--- src/rtl/hazard_pkg.sv ---
`default_nettype none
// ============================================================================
//  Module      : hazard_pkg
//  Description : Shared types, constants and helpers for the hazard-detection
//                and forwarding controller.
//                - shadow_ent_t : one in-flight writer {v, rd, a}
//                - SEL_NONE     : select value meaning "no forward"
//                - selw()       : width of one forwarding select field
//  Revision    : 1.0 - initial release
// ============================================================================
package hazard_pkg;

    // Storage widths of the shadow-entry fields. The register-number field is
    // sized for the widest supported register file (AW <= AW_MAX), the stage
    // field for the deepest supported pipeline (DEPTH < 2**SELW_MAX). Narrower
    // instances zero-extend into these fields.
    localparam int unsigned AW_MAX   = 8;
    localparam int unsigned SELW_MAX = 4;

    // Select value meaning "no forward": use register-file / ID_EX data.
    localparam int unsigned SEL_NONE = 0;

    // One in-flight register writer.
    //   v  : entry holds a real register write
    //   rd : destination register
    //   a  : stage whose output first carries the result
    typedef struct packed {
        logic                v;
        logic [AW_MAX-1:0]   rd;
        logic [SELW_MAX-1:0] a;
    } shadow_ent_t;

    // Select field width for a pipeline with 'depth' post-ID stages:
    // values 0 (no forward) .. depth must be representable.
    function automatic int unsigned selw(input int unsigned depth);
        return $clog2(depth + 1);
    endfunction

endpackage
`default_nettype wire

--- src/rtl/hazard_fwd_unit_match.sv ---
`default_nettype none
// ============================================================================
//  Module      : hazard_match
//  Description : Combinational nearest-match priority encoder. For one source
//                register it finds the youngest (smallest stage index) valid
//                shadow entry in stages LO..DEPTH that writes that register.
//                Register 0 and unused sources never match.
//  Ports       : ent_i   - shadow entries, index = stage (1 = EX)
//                src_i   - source register number (zero-extended)
//                used_i  - source is actually read
//                hit_o   - a matching writer exists
//                s_o     - stage of the nearest match
//                a_o     - result-available stage of the nearest match
//  Revision    : 1.0 - initial release
// ============================================================================
module hazard_match
    import hazard_pkg::*;
#(
    parameter int unsigned DEPTH = 3,
    parameter int unsigned LO    = 1,
    parameter int unsigned SELW  = 2
) (
    input  shadow_ent_t         ent_i [1:DEPTH],
    input  logic [AW_MAX-1:0]   src_i,
    input  logic                used_i,
    output logic                hit_o,
    output logic [SELW-1:0]     s_o,
    output logic [SELW_MAX-1:0] a_o
);

    // Scan from the oldest stage towards EX so the last hit written is the
    // nearest one; farther writers are shadowed by it.
    always_comb begin
        hit_o = 1'b0;
        s_o   = '0;
        a_o   = '0;
        for (int s = int'(DEPTH); s >= 1; s--) begin
            if ((s >= int'(LO)) && used_i && (src_i != '0) &&
                ent_i[s].v && (ent_i[s].rd == src_i)) begin
                hit_o = 1'b1;
                s_o   = SELW'(s);
                a_o   = ent_i[s].a;
            end
        end
    end

endmodule
`default_nettype wire

--- src/rtl/hazard_fwd_unit.sv ---
`default_nettype none
// ============================================================================
//  Module      : hazard_fwd_unit
//  Description : Hazard-detection and forwarding controller. Tracks in-flight
//                register writers in a shadow pipeline and derives the
//                load-use / branch-operand stall, the EX-stage forwarding
//                selects and the ID-stage (branch comparator) selects.
//  Ports       : clk_i, rst_i       - clock, synchronous active-high reset
//                id_*               - instruction currently in ID
//                hold_i             - global freeze of all state
//                stall_o            - hold PC/IF_ID, bubble into EX
//                fwd_id_sel_o       - per-source ID operand mux select
//                fwd_ex_sel_o       - per-source EX operand mux select
//                pipe_empty_o       - no valid writer in flight
//  Revision    : 1.0 - initial release
// ============================================================================
module hazard_fwd_unit
    import hazard_pkg::*;
#(
    parameter int unsigned AW         = 5,
    parameter int unsigned NSRC       = 2,
    parameter int unsigned DEPTH      = 3,
    parameter int unsigned LOAD_STAGE = 2
) (
    input  logic                                 clk_i,
    input  logic                                 rst_i,
    input  logic                                 id_valid_i,
    input  logic [NSRC*AW-1:0]                   id_rs_i,
    input  logic [NSRC-1:0]                      id_rs_used_i,
    input  logic [AW-1:0]                        id_rd_i,
    input  logic                                 id_reg_write_i,
    input  logic                                 id_is_load_i,
    input  logic                                 id_is_branch_i,
    input  logic                                 hold_i,
    output logic                                 stall_o,
    output logic [NSRC*$clog2(DEPTH+1)-1:0]      fwd_id_sel_o,
    output logic [NSRC*$clog2(DEPTH+1)-1:0]      fwd_ex_sel_o,
    output logic                                 pipe_empty_o
);

    localparam int unsigned SELW = selw(DEPTH);

    localparam logic [SELW_MAX-1:0] c_alu_a  = SELW_MAX'(1);
    localparam logic [SELW_MAX-1:0] c_load_a = SELW_MAX'(LOAD_STAGE);
    localparam logic [SELW_MAX-1:0] c_last   = SELW_MAX'(DEPTH);

    // Shadow pipeline (index = stage, 1 = EX) and the EX instruction sources.
    shadow_ent_t        r_ent_q [1:DEPTH];
    shadow_ent_t        w_ent_d [1:DEPTH];
    logic [NSRC*AW-1:0] r_ex_rs_q,   w_ex_rs_d;
    logic [NSRC-1:0]    r_ex_used_q, w_ex_used_d;

    // Nearest-match results per source.
    logic                w_id_hit [NSRC];
    logic [SELW-1:0]     w_id_s   [NSRC];
    logic [SELW_MAX-1:0] w_id_a   [NSRC];
    logic                w_ex_hit [NSRC];
    logic [SELW-1:0]     w_ex_s   [NSRC];
    logic [SELW_MAX-1:0] w_ex_a   [NSRC];

    // ID sources look at every stage; EX sources skip stage 1, which is the
    // EX instruction itself.
    for (genvar k = 0; k < int'(NSRC); k++) begin : g_src
        hazard_match #(
            .DEPTH (DEPTH),
            .LO    (1),
            .SELW  (SELW)
        ) u_id_match (
            .ent_i  (r_ent_q),
            .src_i  (AW_MAX'(id_rs_i[k*AW +: AW])),
            .used_i (id_rs_used_i[k]),
            .hit_o  (w_id_hit[k]),
            .s_o    (w_id_s[k]),
            .a_o    (w_id_a[k])
        );

        hazard_match #(
            .DEPTH (DEPTH),
            .LO    (2),
            .SELW  (SELW)
        ) u_ex_match (
            .ent_i  (r_ent_q),
            .src_i  (AW_MAX'(r_ex_rs_q[k*AW +: AW])),
            .used_i (r_ex_used_q[k]),
            .hit_o  (w_ex_hit[k]),
            .s_o    (w_ex_s[k]),
            .a_o    (w_ex_a[k])
        );
    end

    // A result sitting in the pipeline register in front of stage s is
    // forwardable once it was produced by stage s-1, i.e. a < s.
    // Non-branch consumers read in EX one cycle later, so they only stall
    // while a > s. Branches read in ID and stall while a >= s, except at the
    // last stage where the write-through register file serves the read.
    always_comb begin
        stall_o      = 1'b0;
        fwd_id_sel_o = {NSRC{SELW'(SEL_NONE)}};
        fwd_ex_sel_o = {NSRC{SELW'(SEL_NONE)}};
        for (int k = 0; k < int'(NSRC); k++) begin
            if (w_id_hit[k]) begin
                if (w_id_a[k] < SELW_MAX'(w_id_s[k])) begin
                    fwd_id_sel_o[k*SELW +: SELW] = w_id_s[k];
                end
                if (id_valid_i) begin
                    if (id_is_branch_i) begin
                        if ((w_id_a[k] >= SELW_MAX'(w_id_s[k])) &&
                            (SELW_MAX'(w_id_s[k]) < c_last)) begin
                            stall_o = 1'b1;
                        end
                    end else if (w_id_a[k] > SELW_MAX'(w_id_s[k])) begin
                        stall_o = 1'b1;
                    end
                end
            end
            if (w_ex_hit[k] && (w_ex_a[k] < SELW_MAX'(w_ex_s[k]))) begin
                fwd_ex_sel_o[k*SELW +: SELW] = w_ex_s[k];
            end
        end
    end

    always_comb begin
        pipe_empty_o = 1'b1;
        for (int s = 1; s <= int'(DEPTH); s++) begin
            if (r_ent_q[s].v) begin
                pipe_empty_o = 1'b0;
            end
        end
    end

    // Advance unless frozen. A stalled ID instruction becomes a bubble: no
    // writer enters stage 1 and EX sees no used sources. Invalid ID slots
    // also enter EX with no used sources.
    always_comb begin
        w_ent_d     = r_ent_q;
        w_ex_rs_d   = r_ex_rs_q;
        w_ex_used_d = r_ex_used_q;
        if (!hold_i) begin
            for (int s = int'(DEPTH); s >= 2; s--) begin
                w_ent_d[s] = r_ent_q[s-1];
            end
            w_ent_d[1].v  = id_valid_i & id_reg_write_i & ~stall_o;
            w_ent_d[1].rd = AW_MAX'(id_rd_i);
            w_ent_d[1].a  = id_is_load_i ? c_load_a : c_alu_a;
            if (stall_o) begin
                w_ex_used_d = '0;
            end else begin
                w_ex_rs_d   = id_rs_i;
                w_ex_used_d = id_rs_used_i & {NSRC{id_valid_i}};
            end
        end
    end

    always_ff @(posedge clk_i) begin
        if (rst_i) begin
            for (int s = 1; s <= int'(DEPTH); s++) begin
                r_ent_q[s] <= '0;
            end
            r_ex_rs_q   <= '0;
            r_ex_used_q <= '0;
        end else begin
            for (int s = 1; s <= int'(DEPTH); s++) begin
                r_ent_q[s] <= w_ent_d[s];
            end
            r_ex_rs_q   <= w_ex_rs_d;
            r_ex_used_q <= w_ex_used_d;
        end
    end

endmodule
`default_nettype wire

--- config.mk ---
export PLATFORM = sky130hd
export DESIGN_NAME = hazard_fwd_unit
export DESIGN_NICKNAME = d
export VERILOG_FILES = /design/src/rtl/hazard_pkg.sv /design/src/rtl/hazard_fwd_unit_match.sv /design/src/rtl/hazard_fwd_unit.sv
export SDC_FILE = /design/constraint.sdc
export NUM_CORES = 1
export LEC_CHECK = 0
export ABC_CLOCK_PERIOD_IN_PS = 4250
export BUFFER_PORTS_ARGS = -buffer_cell sky130_fd_sc_hd__buf_2
export CORE_MARGIN = 2
export CORE_UTILIZATION = 52
export CTS_CLUSTER_SIZE = 24
export DETAILED_ROUTE_END_ITERATION = 16
export PLACE_DENSITY_LB_ADDON = 0.08
export REMOVE_ABC_BUFFERS = 1
export SKIP_CTS_REPAIR_TIMING = 1
export SLEW_MARGIN = 20
export SYNTH_ARGS = -nofsm -noshare
export SYNTH_HDL_FRONTEND = slang
export SYNTH_SLANG_ARGS = --single-unit
--- constraint.sdc ---
create_clock -name clk_i -period 4.25 [get_ports clk_i]
set_input_delay 1.0625 -clock clk_i [delete_from_list [all_inputs] [get_ports clk_i]]
set_output_delay 1.0625 -clock clk_i [all_outputs]
set_load 0.02 [all_outputs]
### Yosys cells after proc, flatten, opt, wreduce, memory -nomap -nowiden

Index checks and enable logic that the tools add are counted.

| word-level totals | value |
|---|---|
| output and inout bits | 10 |
| register bits after elaboration | 42 |
| input bits | 24 |
| logic and storage cells | 120 |

| operators by class | value |
|---|---|
| magnitude comparators | 10 |
| bitwise logic cells | 5 |
| reductions and logical operators | 33 |
| mux-type cells | 51 |
| equal/unequal tests | 10 |

Operators by type and width:

| operator | number |
|---|---|
| $eq 5x5->1 | 10 |
| $mux 4 | 10 |
| $mux 2 | 18 |
| $reduce_bool 8->1 | 4 |
| $logic_and 1x1->1 | 28 |
| $mux 1 | 23 |
| $lt 4x2->1 | 4 |
| $ge 4x2->1 | 2 |
| $gt 4x2->1 | 2 |
| $lt 2x2->1 const B | 2 |
| $and 1x1->1 | 2 |
| $and 2x2->2 | 1 |
| $not 1->1 | 2 |
| $reduce_and 2->1 | 1 |

### Logic depth before layout (Yosys ltp)

| depth | value |
|---|---|
| word-level depth | 19 |
| gate-level depth with buffers | 15 |
| mapped depth without buffers | 13 |

### Modules after synthesis

A second synthesis with hierarchy kept.

| second synthesis, totals | value |
|---|---|
| cells, all modules | 428 |
| area total of the unflattened synthesis | 3,530.9 um^2 |

Modules (own cells, without submodules):

| module | cells each | area an instance (um^2) | instances |
|---|---|---|---|
| hazard_fwd_unit | 190 | 1,754.2 | 1 |
| hazard_match at g_src[0].u_id_match ... | 73 | 514.2 | 2 |
| hazard_match at g_src[0].u_ex_match ... | 46 | 374.1 | 2 |

### Worst setup path before layout

OpenSTA, ideal clock, no wires.

| timing | value |
|---|---|
| path kind | input -> output |
| start | input id_rs_i[2] |
| end | output stall_o |
| stages on the path | 11 |
| data required time | 3.188 ns |
| buffers on the path | 0 |
| arrival time | 3.354 ns |
| path slack | -0.166 ns |
| cell sequence | or4_4 > o21ai_4 > nor3_1 > nand2_1 > mux2i_1 > mux2_2 > ha_1 > a21o_1 > and3_1 > a22oi_2 > nand3_1 |

| between the ends | value |
|---|---|
| longest elaborated chain between the ends | 17 |
| elaborated cells between the ends (all ways) | 34 |

Ends and longest elaborated chain:

| what | RTL line | source |
|---|---|---|
| start, declared | hazard_fwd_unit.sv:28 | `input logic [NSRC*AW-1:0] id_rs_i,` |
| $reduce_bool 8->1 | hazard_fwd_unit_match.sv:38 | `if ((s >= int'(LO)) && used_i && (src_i != '0) &&` |
| $logic_and 1x1->1 (2 in a row) | hazard_fwd_unit_match.sv:38 |  |
| $logic_and 1x1->1 | hazard_fwd_unit_match.sv:39 | `ent_i[s].v && (ent_i[s].rd == src_i)) begin` |
| $mux 4 / $mux 2 (equally long branches) (3 in a row) | hazard_fwd_unit_match.sv:38 |  |
| $ge 4x2->1 / $lt 2x2->1 (equally long branches) | hazard_fwd_unit.sv:107, hazard_fwd_unit.sv:108 |  |
| $logic_and 1x1->1 | hazard_fwd_unit.sv:107 | `if ((w_id_a[k] >= SELW_MAX'(w_id_s[k])) &&` |
| $mux 1 | hazard_fwd_unit.sv:107 |  |
| $mux 1 | hazard_fwd_unit.sv:106 | `if (id_is_branch_i) begin` |
| $mux 1 | hazard_fwd_unit.sv:105 | `if (id_valid_i) begin` |
| $mux 1 * | hazard_fwd_unit.sv:101 | `if (w_id_hit[k]) begin` |
| $mux 1 (on tied branches) | hazard_fwd_unit.sv:111, hazard_fwd_unit.sv:107 |  |
| $mux 1 | hazard_fwd_unit.sv:106 |  |
| $mux 1 | hazard_fwd_unit.sv:105 |  |
| $mux 1 * | hazard_fwd_unit.sv:101 |  |
| end, declared | hazard_fwd_unit.sv:35 | `output logic stall_o,` |

Mark *: on every way between the ends. The rest lies on a longest branch, timed or not.

### Worst setup path after layout

| timing | value |
|---|---|
| start | input id_rs_i[3] |
| end | output stall_o |

Same word-level chain as after synthesis.

==> key figures <==
Outcome
  – Outcome: finished with violations
  – Failing checks: negative setup slack

Power and ir drop
  – Max VDD drop: 0.181 mV
  – Leakage power: 1.34 nW
  – Pwr per Cell Area: 236 mW/mm2
  – Final Power: 0.000775 W

STA
  – Total negative slack: -0.579 ns
  – Final setup fails: 5
  – Slew margin rel.: 0.455
  – Fmax: 0.218 GHz
  – Slew Viols, Final: 0
  – RSZ-0062 raised after global routing: true
  – Hold Fails Final Rpt: 0
  – Min cycle time layout: 4.59 ns
  – Final worst slack: -0.345 ns
  – Slew @ Worst Pin: 0.817 ns
  – Period Utilization, post-route: 1.08
  – WHS: 0.496 ns
  – Worst clock skew: 0.00614 ns

Worst setup path
  – CP cell instances: buf_4 -> or4_4 -> o21ai_4 -> buf_6 -> nor2_1 -> mux2_4 -> ha_4 -> a21o_1 -> and3_1 -> a22oi_2 -> nand3_2 -> buf_6
  – R2r worst-path depth: 13
  – Critical Setup Path Class: in -> out
  – Worst Setup End Kind: output pin
  – CP peak stage delay: 0.54 ns
  – Setup crit start kind: input port
  – Slowest CP cell: or4_4
  – CP Data Required Time: 3.19 ns
  – CP arrival: 3.53 ns
  – Most Frequent Cell on Critical Path: buf_6
  – Crit-path max FO: 5

Drt
  – Vias: 2274
  – DR pass1 iterations: 4
  – Met3 WL: 296 um
  – M1 wire length: 3140 um
  – Met2 WL: 3010 um
  – Routed WL: 6530 um
  – Drt wl/cell: 15.4 um
  – Uppermost layer routed: met4
  – DR vias/cell: 5.36
  – ANT nets after route: 0
  – Initial drt markers: 78
  – Remaining DRCs: 0

Floorplan
  – IO Pins: 34
  – Die H: 74.5 um
  – Core Area: 0.00475 mm2
  – Initial Utilization: 0.543
  – Die area: 0.00555 mm2
  – Die width: 74.5 um
  – Site Rows: 25

Placed design
  – Routability cong.: 0.972
  – Port Buffers: 33
  – Area after DPL: 0.00296 mm2
  – DP HPWL: 4670 um
  – Placed Instances: 411

Clock network
  – Worst-Skew Late Latency: 0.29 ns
  – H-tree levels: 2
  – Clk slew on worst S/H paths: 0.07 ns
  – Clock sink count: 36
  – Max Root-Sink Buffers: 2
  – CTS buffer count: 5
  – CTS tree: done
  – CTS root buffer: clkbuf_8

Logic synthesis
  – YS warnings: 0
  – Gate Count Post-Synth: 297
  – Seq/Total Area, Yosys: 0.279
  – Post-synthesis cell type count: 37
  – Area fraction of the dominant cell type after synthesis: 0.279
  – Synth Cell Area: 0.00258 mm2
  – Yosys reg bits: 36
  – Synth top area cells: dfxtp_1 (28%), mux2i_1 (14%), xnor2_1 (10%)
  – Syn avg cell area: 8.70 um2
  – Synth area leader: dfxtp_1

Cells and area
  – Nets: 386
  – Ant. Diodes: 0
  – Most common cell after layout, fill and taps aside: mux2i_1
  – Final Instance Count excl. Fillers: 424
  – Area Overhead vs Synth: 27.2%
  – FILL cells: 396
  – Cell area after layout: 0.00328 mm2
  – Fraction of layout instances using a drive strength above 1: 0.297
  – Commonest non-fill, non-tap cells in the layout: mux2i_1 (37), dfxtp_1 (36), buf_4 (35)

Global routing
  – Largest net degree at the start of global routing: 50
  – Vias in the first global route: 2113
  – Initial antenna violation count: 0
  – GRT Util Overall: 0.239
  – Grt ovf: 0
  – First-pass GRT wire length: 10000 um

Flow run
  – Max Cap Viol: 0

Worst hold path
  – Hold Crit Depth: 2
  – Worst hold path type: reg -> reg
-- logic make-up (layout without fill, tap and decap cells) --
kind of cell | count (synthesis) | after routing | share of synthesized area
AO/OA/AOI/OAI | 30 | 30 | 0.0848
adder cells (fa/ha/maj) | 6 | 6 | 0.0291
XOR/XNOR | 50 | 50 | 0.170
flip-flops | 36 | 36 | 0.279
multiplexers | 39 | 39 | 0.152
AND/OR/NAND/NOR | 111 | 111 | 0.232
buffers and inverters | 25 | 85 | 0.0538
-- power by group --
group          switching (W)  total, W  internal (W)
combinational      0.0000668  0.000141     0.0000741
sequential         0.0000214  0.000373      0.000352
clock               0.000129  0.000260      0.000131
total               0.000217  0.000775      0.000557
-- metal layers --
layer | global-route usage | up-vias
met5 | 0 | -
met4 | 0.0516 | 0
met3 | 0.0474 | 8
met2 | 0.380 | 62
met1 | 0.337 | 1069
li1 | - | 1135
-- flip-flops by register name (all words and copies together), names as in the netlist --
name / count
r_ent_q: 24
r_ex_rs_q: 10
r_ex_used_q: 2
-- final timing paths --
path	startpoint	to	slack [ns]
max	id_rs_i[3]	stall_o	-0.34
min	r_ex_used_q[1]$_SDFFE_PP0N_	r_ex_used_q[1]$_SDFFE_PP0N_	0.50
max reg2reg	r_ent_q[18]$_SDFFE_PP0N_	r_ex_rs_q[3]$_SDFFE_PP0P_	1.00
min reg2reg	r_ex_used_q[1]$_SDFFE_PP0N_	r_ex_used_q[1]$_SDFFE_PP0N_	0.50
-- layout make-up --
type                    count  area (um2)  area share
repair buffers             71         526       0.160
well taps                  67        83.8      0.0255
clock buffers               6        82.6      0.0251
clock inverters             2        15.0     0.00457
inverters                   6        22.5     0.00686
multi-input cells         236        1830       0.558
flip-flops and latches     36         721       0.219
-- worst max-delay path: cells and delay by family --
family          cells  cell delay [ns]
simple gates        4             0.88
buf+inv             3             0.43
fa+ha+maj           1             0.25
compound gates      3             0.59
mux                 1             0.31
-- cell usage after synthesis --
cell type,n
nand2_1,17
and3b_1,1
a21o_1,2
xor2_1,20
a2111o_1,2
nand3_1,6
or4_1,2
o21a_1,2
clkbuf_1,11
nand4_1,5
or4_4,2
a22oi_2,1
o21ai_0,11
xnor2_1,30
nor2_1,32
and3_1,2
or3b_2,3
mux2i_1,37
nor4_1,4
buf_1,1
ha_1,6
and4b_1,1
or2b_1,10
o32ai_1,3
inv_1,6
a21oi_1,4
o22ai_1,2
mux2_2,2
nor4_2,1
dfxtp_1,36
buf_6,5
nor3_1,9
o21ai_4,2
a211oi_1,1
buf_4,2
nand2b_1,12
nor2b_1,4
-- per-stage QoR --
stage,worst slack (ns),util
floorplan,-0.166,-
global placement,-0.466,0.623
detailed placement,-0.491,0.623
CTS,-0.502,0.644
global route,-0.432,0.691
finish,-0.345,0.691
No activity file was read; power rests on OpenSTA's default activity.
